===== config.mk =====
export PLATFORM = sky130hd
export DESIGN_NAME = serial_shifter
export DESIGN_NICKNAME = d
export VERILOG_FILES = /design/src/rtl/serial_shifter.sv
export SDC_FILE = /design/constraint.sdc
export NUM_CORES = 1
export LEC_CHECK = 0
export CORE_ASPECT_RATIO = 1.75
export CORE_MARGIN = 10
export CORE_UTILIZATION = 46
export CTS_BUF_LIST = sky130_fd_sc_hd__clkbuf_16
export DETAILED_ROUTE_END_ITERATION = 8
export GPL_TIMING_DRIVEN = 0
export PLACE_DENSITY_LB_ADDON = 0.15
export RECOVER_POWER = 25
export SYNTH_ARGS = -nofsm -noshare
export SYNTH_HDL_FRONTEND = slang
export SYNTH_SLANG_ARGS = --single-unit

===== constraint.sdc =====
create_clock -name clk -period 1.8 [get_ports clk]
set_input_delay 0.45 -clock clk [delete_from_list [all_inputs] [get_ports clk]]
set_output_delay 0.45 -clock clk [all_outputs]
set_load 0.005 [all_outputs]

===== src/rtl/serial_shifter.sv =====
// Multi-cycle shift unit (SLL/SRL/SRA/ROR). Each SHIFT cycle moves the working register one bit position.
// With SERIAL_SHIFTER_NIBBLE_EN defined, a SHIFT cycle moves four positions while at least four remain.
//
// state    | meaning
// ---------+--------------------------------------------
// ST_IDLE  | waiting for a request
// ST_SHIFT | shift in progress, busy=1
// ST_DONE  | completion cycle, done=1, result valid
module serial_shifter #(
   parameter int WIDTH   = 32,
   parameter int SHAMT_W = 5
) (
   input  logic               clk,
   input  logic               reset,
   input  logic               start,
   input  logic [1:0]         op,
   input  logic [WIDTH-1:0]   data_in,
   input  logic [SHAMT_W-1:0] shamt,
   output logic               busy,
   output logic               done,
   output logic [WIDTH-1:0]   result
);

   typedef enum logic [1:0] {
      ST_IDLE  = 2'b00,
      ST_SHIFT = 2'b01,
      ST_DONE  = 2'b10
   } state_t;

   localparam logic [1:0] OP_SLL = 2'b00;
   localparam logic [1:0] OP_SRL = 2'b01;
   localparam logic [1:0] OP_SRA = 2'b10;
   localparam logic [1:0] OP_ROR = 2'b11;

   state_t             state_q, state_d;
   logic [WIDTH-1:0]   work_q, work_d;
   logic [SHAMT_W-1:0] count_q, count_d;
   logic [1:0]         op_q, op_d;
   logic [WIDTH-1:0]   result_q, result_d;

   logic [WIDTH-1:0]   shift1;
   logic [WIDTH-1:0]   shift4;

   always_comb begin
      shift1 = work_q;
      case (op_q)
         OP_SLL:  shift1 = {work_q[WIDTH-2:0], 1'b0};
         OP_SRL:  shift1 = {1'b0, work_q[WIDTH-1:1]};
         OP_SRA:  shift1 = {work_q[WIDTH-1], work_q[WIDTH-1:1]};
         OP_ROR:  shift1 = {work_q[0], work_q[WIDTH-1:1]};
         default: shift1 = work_q;
      endcase
   end

   always_comb begin
      shift4 = work_q;
      case (op_q)
         OP_SLL:  shift4 = {work_q[WIDTH-5:0], 4'b0000};
         OP_SRL:  shift4 = {4'b0000, work_q[WIDTH-1:4]};
         OP_SRA:  shift4 = {{4{work_q[WIDTH-1]}}, work_q[WIDTH-1:4]};
         OP_ROR:  shift4 = {work_q[3:0], work_q[WIDTH-1:4]};
         default: shift4 = work_q;
      endcase
   end

   always_comb begin
      state_d  = state_q;
      work_d   = work_q;
      count_d  = count_q;
      op_d     = op_q;
      result_d = result_q;

      case (state_q)
         ST_IDLE, ST_DONE: begin
            state_d = ST_IDLE;
            if (start) begin
               work_d  = data_in;
               count_d = shamt;
               op_d    = op;
               if (shamt == '0) begin
                  state_d  = ST_DONE;
                  result_d = data_in;
               end else begin
                  state_d = ST_SHIFT;
               end
            end
         end

         ST_SHIFT: begin
`ifdef SERIAL_SHIFTER_NIBBLE_EN
            if (count_q >= SHAMT_W'(4)) begin
               work_d  = shift4;
               count_d = count_q - SHAMT_W'(4);
            end else begin
               work_d  = shift1;
               count_d = count_q - SHAMT_W'(1);
            end
`else
            work_d  = shift1;
            count_d = count_q - SHAMT_W'(1);
`endif
            // result only moves on entry to DONE; it holds the previous value while shifting
            if (count_d == '0) begin
               state_d  = ST_DONE;
               result_d = work_d;
            end
         end

         default: state_d = ST_IDLE;
      endcase
   end

`ifndef SERIAL_SHIFTER_NIBBLE_EN
   logic unused_shift4;
   assign unused_shift4 = ^shift4;
`endif

   always_ff @(posedge clk) begin
      if (reset) begin
         state_q  <= ST_IDLE;
         work_q   <= '0;
         count_q  <= '0;
         op_q     <= OP_SLL;
         result_q <= '0;
      end else begin
         state_q  <= state_d;
         work_q   <= work_d;
         count_q  <= count_d;
         op_q     <= op_d;
         result_q <= result_d;
      end
   end

   assign busy   = (state_q == ST_SHIFT);
   assign done   = (state_q == ST_DONE);
   assign result = result_q;

endmodule


==> results by group <==
Yosys
  – Synthesized-area fraction occupied by xor and xnor cells: 0.237%
  – Fraction of synthesis flops using an asynchronous set or reset pin: 0%
  – Mux share of post-synthesis cell area: 10.1%
  – Gate count after technology mapping: 422
  – Most frequently used flop master after synthesis: sky130_fd_sc_hd__dfxtp_1
  – Post-synthesis adder-cell area fraction: 0.678%
  – Main combinational cell family by area after synthesis: compound AO/OA/AOI/OAI gates
  – Avg Inst Size Synth: 8.75 um^2
  – Sequential element share of the synthesized area: roughly two fifths
  – Post-synthesis sequential element count: 73
  – Basic-gate share of the synthesized area counting and, or, nand and nor cells: around a tenth
  – Cell Area, Synth: 3690 um^2
  – Compound-Gate Fraction of Synth Area: between 30% and 40%
  – Post-synth EDFFs: 0
  – Count of yosys warnings during synthesis: 0
  – Synthesized netlist net count: 466
  – Post-synthesis cell type count: 34

Clocking
  – CTS Root Cell: sky130_fd_sc_hd__clkbuf_16
  – Clock latency of the later-clocked register in the worst-skew pair: 330 ps
  – Hold-fix buffers, CTS: 0
  – Count of clock tree sinks: 73
  – Clock tree from TritonCTS: yes
  – Bufs on Longest Clock Path: 2
  – Clock transition at the register clock pins on the worst setup and hold paths after CTS: 50 ps
  – Maximum level of the CTS H-tree: 3
  – Number of CTS-inserted buffers: 9

Detailed routing
  – Average wire length per cell after detail routing: 17.4 um
  – 1st-pass router iterations: 4
  – DR vias/cell: about 6
  – Antenna Violating Nets Remaining: 0
  – Number of vias after detailed routing: ~3600
  – Detailed router's first-iteration violation count: approximately 180
  – Routed Wire Length: approximately 11 mm
  – Residual DRC count: 0

Global routing
  – Routing layer with the top usage in global route: met2
  – Maximum number of pins on one net before global-route repair: 12
  – Global Route met2 Usage: roughly 30%
  – Total routing usage reported by global routing: 17.5%
  – Fraction of met1 tracks used by global routing: a little under a fifth
  – Global-route congestion overflow total: 0
  – GR Layer Usage met3: 6.18%
  – Number of global-route vias before repair: 3643
  – Antenna violations before repair: 0
  – Global-route wire length before repair: roughly 17 mm

Outcome
  – Outcome: completed

Floorplanning
  – Number of rows in the core area: 43
  – I/O pin count: 76
  – Effective utilization at floorplan: roughly 47%
  – Die area: 12200 um^2
  – Die extent in y: 139 um
  – Core area: 7860 um^2
  – Horizontal extent of the die: 87.7 um

Worst setup path
  – Cell type of the slowest stage on the worst timing path: sky130_fd_sc_hd__dfxtp_4
  – Largest fanout on the critical path: 6
  – Type of element capturing the critical path: flop
  – Worst endpoint data arrival time: between 1500 and 2000 ps
  – Type of the worst setup path: reg -> reg
  – Cells along the critical path: inv_1 -> ha_2 -> xnor2_1 -> and4_4 -> o211ai_4 -> buf_12 -> mux2_2
  – Critical Path RT: between 2000 and 2500 ps
  – CP Buf/Inv Count: 2
  – Kind of launch point of the worst setup path: flop
  – CP max stage delay: 370 ps
  – Family with the most delay on the worst path: flip-flops

Layout
  – Synthesis-to-layout area growth: 34.3%
  – Leading cell type in the layout, fill and taps excluded: sky130_fd_sc_hd__clkdlybuf4s50_1
  – Sequential cell area: between 1000 and 1500 um^2
  – Final core utilization: 63.2%
  – Number of filler instances in the final layout: 700
  – Nets@finish: 556
  – Antenna cells: 0
  – Fraction of layout cells with a size suffix above 1: 10.1%
  – Area taken by multi-input logic gates: 2030 um^2
  – Commonest non-fill, non-tap cells in the layout: sky130_fd_sc_hd__clkdlybuf4s50_1, sky130_fd_sc_hd__dfxtp_1, sky130_fd_sc_hd__nand2_1

Power
  – Total power of the final layout: 0.00490 W
  – Leakage Power: 1.99 nW
  – Power density over the cells: 988 nW/um^2
  – Internal power: 0.00341 W
  – Comb power frac: 26.4%
  – Sw Pwr: around 0.0015 W
  – Clock share of power: 34.5%
  – Net switching fraction of the power: 30.4%
  – Worst VDD drop: approximately 0.72 mV
  – Share of power burned in registers: about 39%

Job
  – Max-capacitance violation count: 0

Timing
  – # setup viols final: 0
  – Max Freq: 575 MHz
  – Slew Limit Headroom: between 60% and 70%
  – Least-Margin Pin Slew: 539 ps
  – Setup TNS: 0 ps
  – Post-Route Skew: roughly 3.8 ps
  – Hold violation count in the final report: 0
  – Hold slack: 454 ps
  – Unrepaired setup endpoints after global routing: true
  – Portion of the clock cycle consumed by the worst path in the final layout: 96.7%
  – Fin. max-slew vios: 0
  – Min Clock Period, post-route: roughly 1700 ps

Min path
  – HP Class: reg -> reg

Place
  – Port Buffers: 74
  – GPL Wtd Cong: 0.853
  – Estimated wirelength of the detail-placed design: 7.74 mm
==> stage by stage <==
stage | std cells | setup slack (ps) | area [um^2]
after detailed placement | 586 | -554 | 4550
after global placement | 586 | -559 | 4550
final | 607 | 59.9 | 4960
after CTS | 607 | 1.14 | 4910
after floorplan | 422 | 47.4 | 3690
after global routing | 607 | -24.1 | 4960
==> registers in the layout (all words and copies together) (netlist names) <==
| signal | count |
|---|---|
| result | 32 |
| state_q | 2 |
| op_q | 2 |
| work_q | 32 |
| count_q | 5 |
==> layer usage <==
layer  up-vias  share of wire, %
met1      1703                39
li1       1743                 -
met5         -                 0
met4         0               1.1
met3        10               6.6
met2        97                53
==> repair_timing <==
action	4_1_cts	5_1_grt
setup endpoints to repair	65	61
pin swaps	1	0
resized for setup	18	23
buffers inserted	5	0
cloned	0	0
==> final cells by class <==
type	count	share of cell area (%)
Multi-Input combinational cell	299	41.0
Sequential cell	73	29.6
Timing Repair Buffer	79	15.9
Buffer	44	5.12
Clock buffer	9	4.54
Tap cell	90	2.27
Clock inverter	7	1.11
Inverter	6	0.454
==> final timing paths <==
kind | startpoint | end | slack (ps) | depth (start not counted)
hold reg to reg | result[11] | result[11] | 450 | 2
setup / recovery | count_q[0] | result[0] | 60 | 7
hold / removal | result[11] | result[11] | 450 | 2
setup reg to reg | count_q[0] | result[0] | 60 | 7
==> power groups by stage <==
stage                     clock network [W]  logic (W)  registers [W]
after floorplan                           0   0.000850        0.00190
after CTS                           0.00172    0.00128        0.00191
after detailed placement                  0    0.00123        0.00194
after global routing                0.00178    0.00143        0.00193
final                               0.00169    0.00130        0.00191
after global placement                    0    0.00121        0.00193
==> worst register-to-register path: cells and delay by family, from the launching register on <==
family | cells | cell delay, ps
DFF | 1 | 370
adders and majority gates | 1 | 200
xor gates and xnor gates | 1 | 140
buffers and inverters | 2 | 210
AOI/OAI and AO/OA | 1 | 170
muxes | 1 | 330
and+or+nand+nor | 1 | 210
==> cell families (layout without fill, tap and decap cells) <==
group | after synthesis | after routing
AOI/OAI and AO/OA | 169 | 169
and+or+nand+nor | 90 | 90
DFF | 73 | 73
buffers and inverters | 50 | 145
muxes | 37 | 37
adders and majority gates | 2 | 2
xor gates and xnor gates | 1 | 1
==> cells in the mapped netlist (all sizes together), types with 3 or more instances <==
| library cell | number | area, um^2 |
|---|---|---|
| dfxtp | 73 | 1460 |
| o211ai | 63 | 487 |
| o21a | 31 | 233 |
| a21oi | 35 | 175 |
| nor2 | 14 | 52.6 |
| inv | 6 | 22.5 |
| nor2b | 3 | 18.8 |
| buf | 13 | 81.3 |
| clkbuf | 31 | 116 |
| mux2i | 35 | 350 |
| nand2 | 66 | 248 |
| a211o | 30 | 263 |
(Power assumes the default switching activity.)
==> variant, RTL diff (same settings) <==
Encoding of `state_t`: now one-hot (3 bits for 3 states).
--- a/src/rtl/serial_shifter.sv
+++ b/src/rtl/serial_shifter.sv
@@ -21,10 +21,10 @@
    output logic [WIDTH-1:0]   result
 );
 
-   typedef enum logic [1:0] {
-      ST_IDLE  = 2'b00,
-      ST_SHIFT = 2'b01,
-      ST_DONE  = 2'b10
+   typedef enum logic [2:0] {
+      ST_IDLE  = 3'b001,
+      ST_SHIFT = 3'b010,
+      ST_DONE  = 3'b100
    } state_t;
 
    localparam logic [1:0] OP_SLL = 2'b00;
Behaviour: no difference found for any inputs over 4 cycles, from zero or initial values and one cycle with reset high; so few cycles prove little.
==> variant against the original RTL <==
  * The flow now finishes with violations (negative setup slack)
  * Hold slack better by 0.015 ns
  * Combinational power shrank 46%
  * Cell area rose by 6.6%
  * Synthesized cell count is 8.3% higher
  * Worst setup slack worse by 0.12 ns
  * Non-clock buffer count up 5
  * Total power decreased by 17%
  * Sequential power decreased by 7%
  * Routed wire length fell by 1.4%
  * Area after synthesis increased by 1.5%
  * Sequential cell count increased by 1
  * Critical endpoint is now result[25]
  * Highest routed layer unchanged
==> variant: results <==
metrics = {
    "run_status": {
        "status": "finished with violations",
        "violations": "negative setup slack",
    },
    "worst_setup_path": {
        "max_stage_delay_ns": 0.42,
        "reg2reg_depth": 8,
        "crit_path_top_delay_cell": "clkdlybuf4s50_1",
    },
    "synthesis": {
        "ys_types": 33,
        "yosysSeqAreaShare": 0.3952,
        "synth_xor_xnor_area_share": 0.004673,
        "yosys-top-cells-count": "nand2_1, dfxtp_1, nand2b_1",
        "synth_seq_cells": 74,
        "syn_area_per_cell_um2": 8.203,
        "synth_fa_ha_area_frac": 0.006676,
    },
    "finish": {
        "final-clk-cell-share": 0.04944,
        "buffers_excl_clock": 128,
        "regArea_mm2": 0.001495,
        "final_nets": 608,
    },
    "timing": {
        "setup_tns_ns": -0.5619,
        "tightest_slew_ns": 0.4708,
        "setup_viol": 31,
        "final.setup.worst_slack_ns": -0.05893,
    },
    "power_and_ir_drop": {
        "power.leakage_nw": 2.378,
        "p_seq_w": 0.00178,
        "clkPwrFrac": 0.390,
    },
    "route": {
        "wl_per_cell_um": 15.78,
        "drt_iter0_markers": 170,
        "met3WireLength_um": 570,
        "vias": 3464,
        "met1_length_um": 3967,
    },
    "place": {
        "dp.cells": 621,
        "dp_hpwl_um": 7152,
    },
    "global_routing": {
        "use_met3": 0.04676,
        "grt_max_degree": 13,
        "grtUsageMet2": 0.3060,
    },
    "worst_hold_path": {
        "hp-start": "work_q[12]",
        "worstHoldEndpoint": "work_q[12]",
    },
}
[variant: changes by cell type after synthesis, moves of 3 or more]
cell      delta
o21a_1      -31
nand2b_1    +63
clkbuf_1    -12
nand2_1     +38
inv_1        -3
mux2i_1     +28
a211o_1     -30
o21ai_0     +35
o211ai_1    -60
[variant: metrics by stage]
step | instance area [um^2] | power, W | hold WS (ns) | utilization
global route | 5289 | 0.004247 | 0.4867 | 0.6642
CTS | 5150 | 0.004043 | 0.4709 | 0.6468
global placement | 4602 | 0.002409 | 0.4551 | 0.5779
finish | 5289 | 0.004065 | 0.4689 | 0.6642
floorplan | 3749 | 0.002203 | 0.4394 | -
detailed placement | 4602 | 0.002422 | 0.4634 | 0.5779
[variant: cells by family (layout without fill, tap and decap cells)]
group | after synthesis | count (layout)
and+or+nand+nor | 196 | 196
AOI/OAI and AO/OA | 84 | 84
DFF | 74 | 74
muxes | 64 | 64
buffers and inverters | 35 | 147
adders and majority gates | 2 | 2
xor gates and xnor gates | 2 | 2
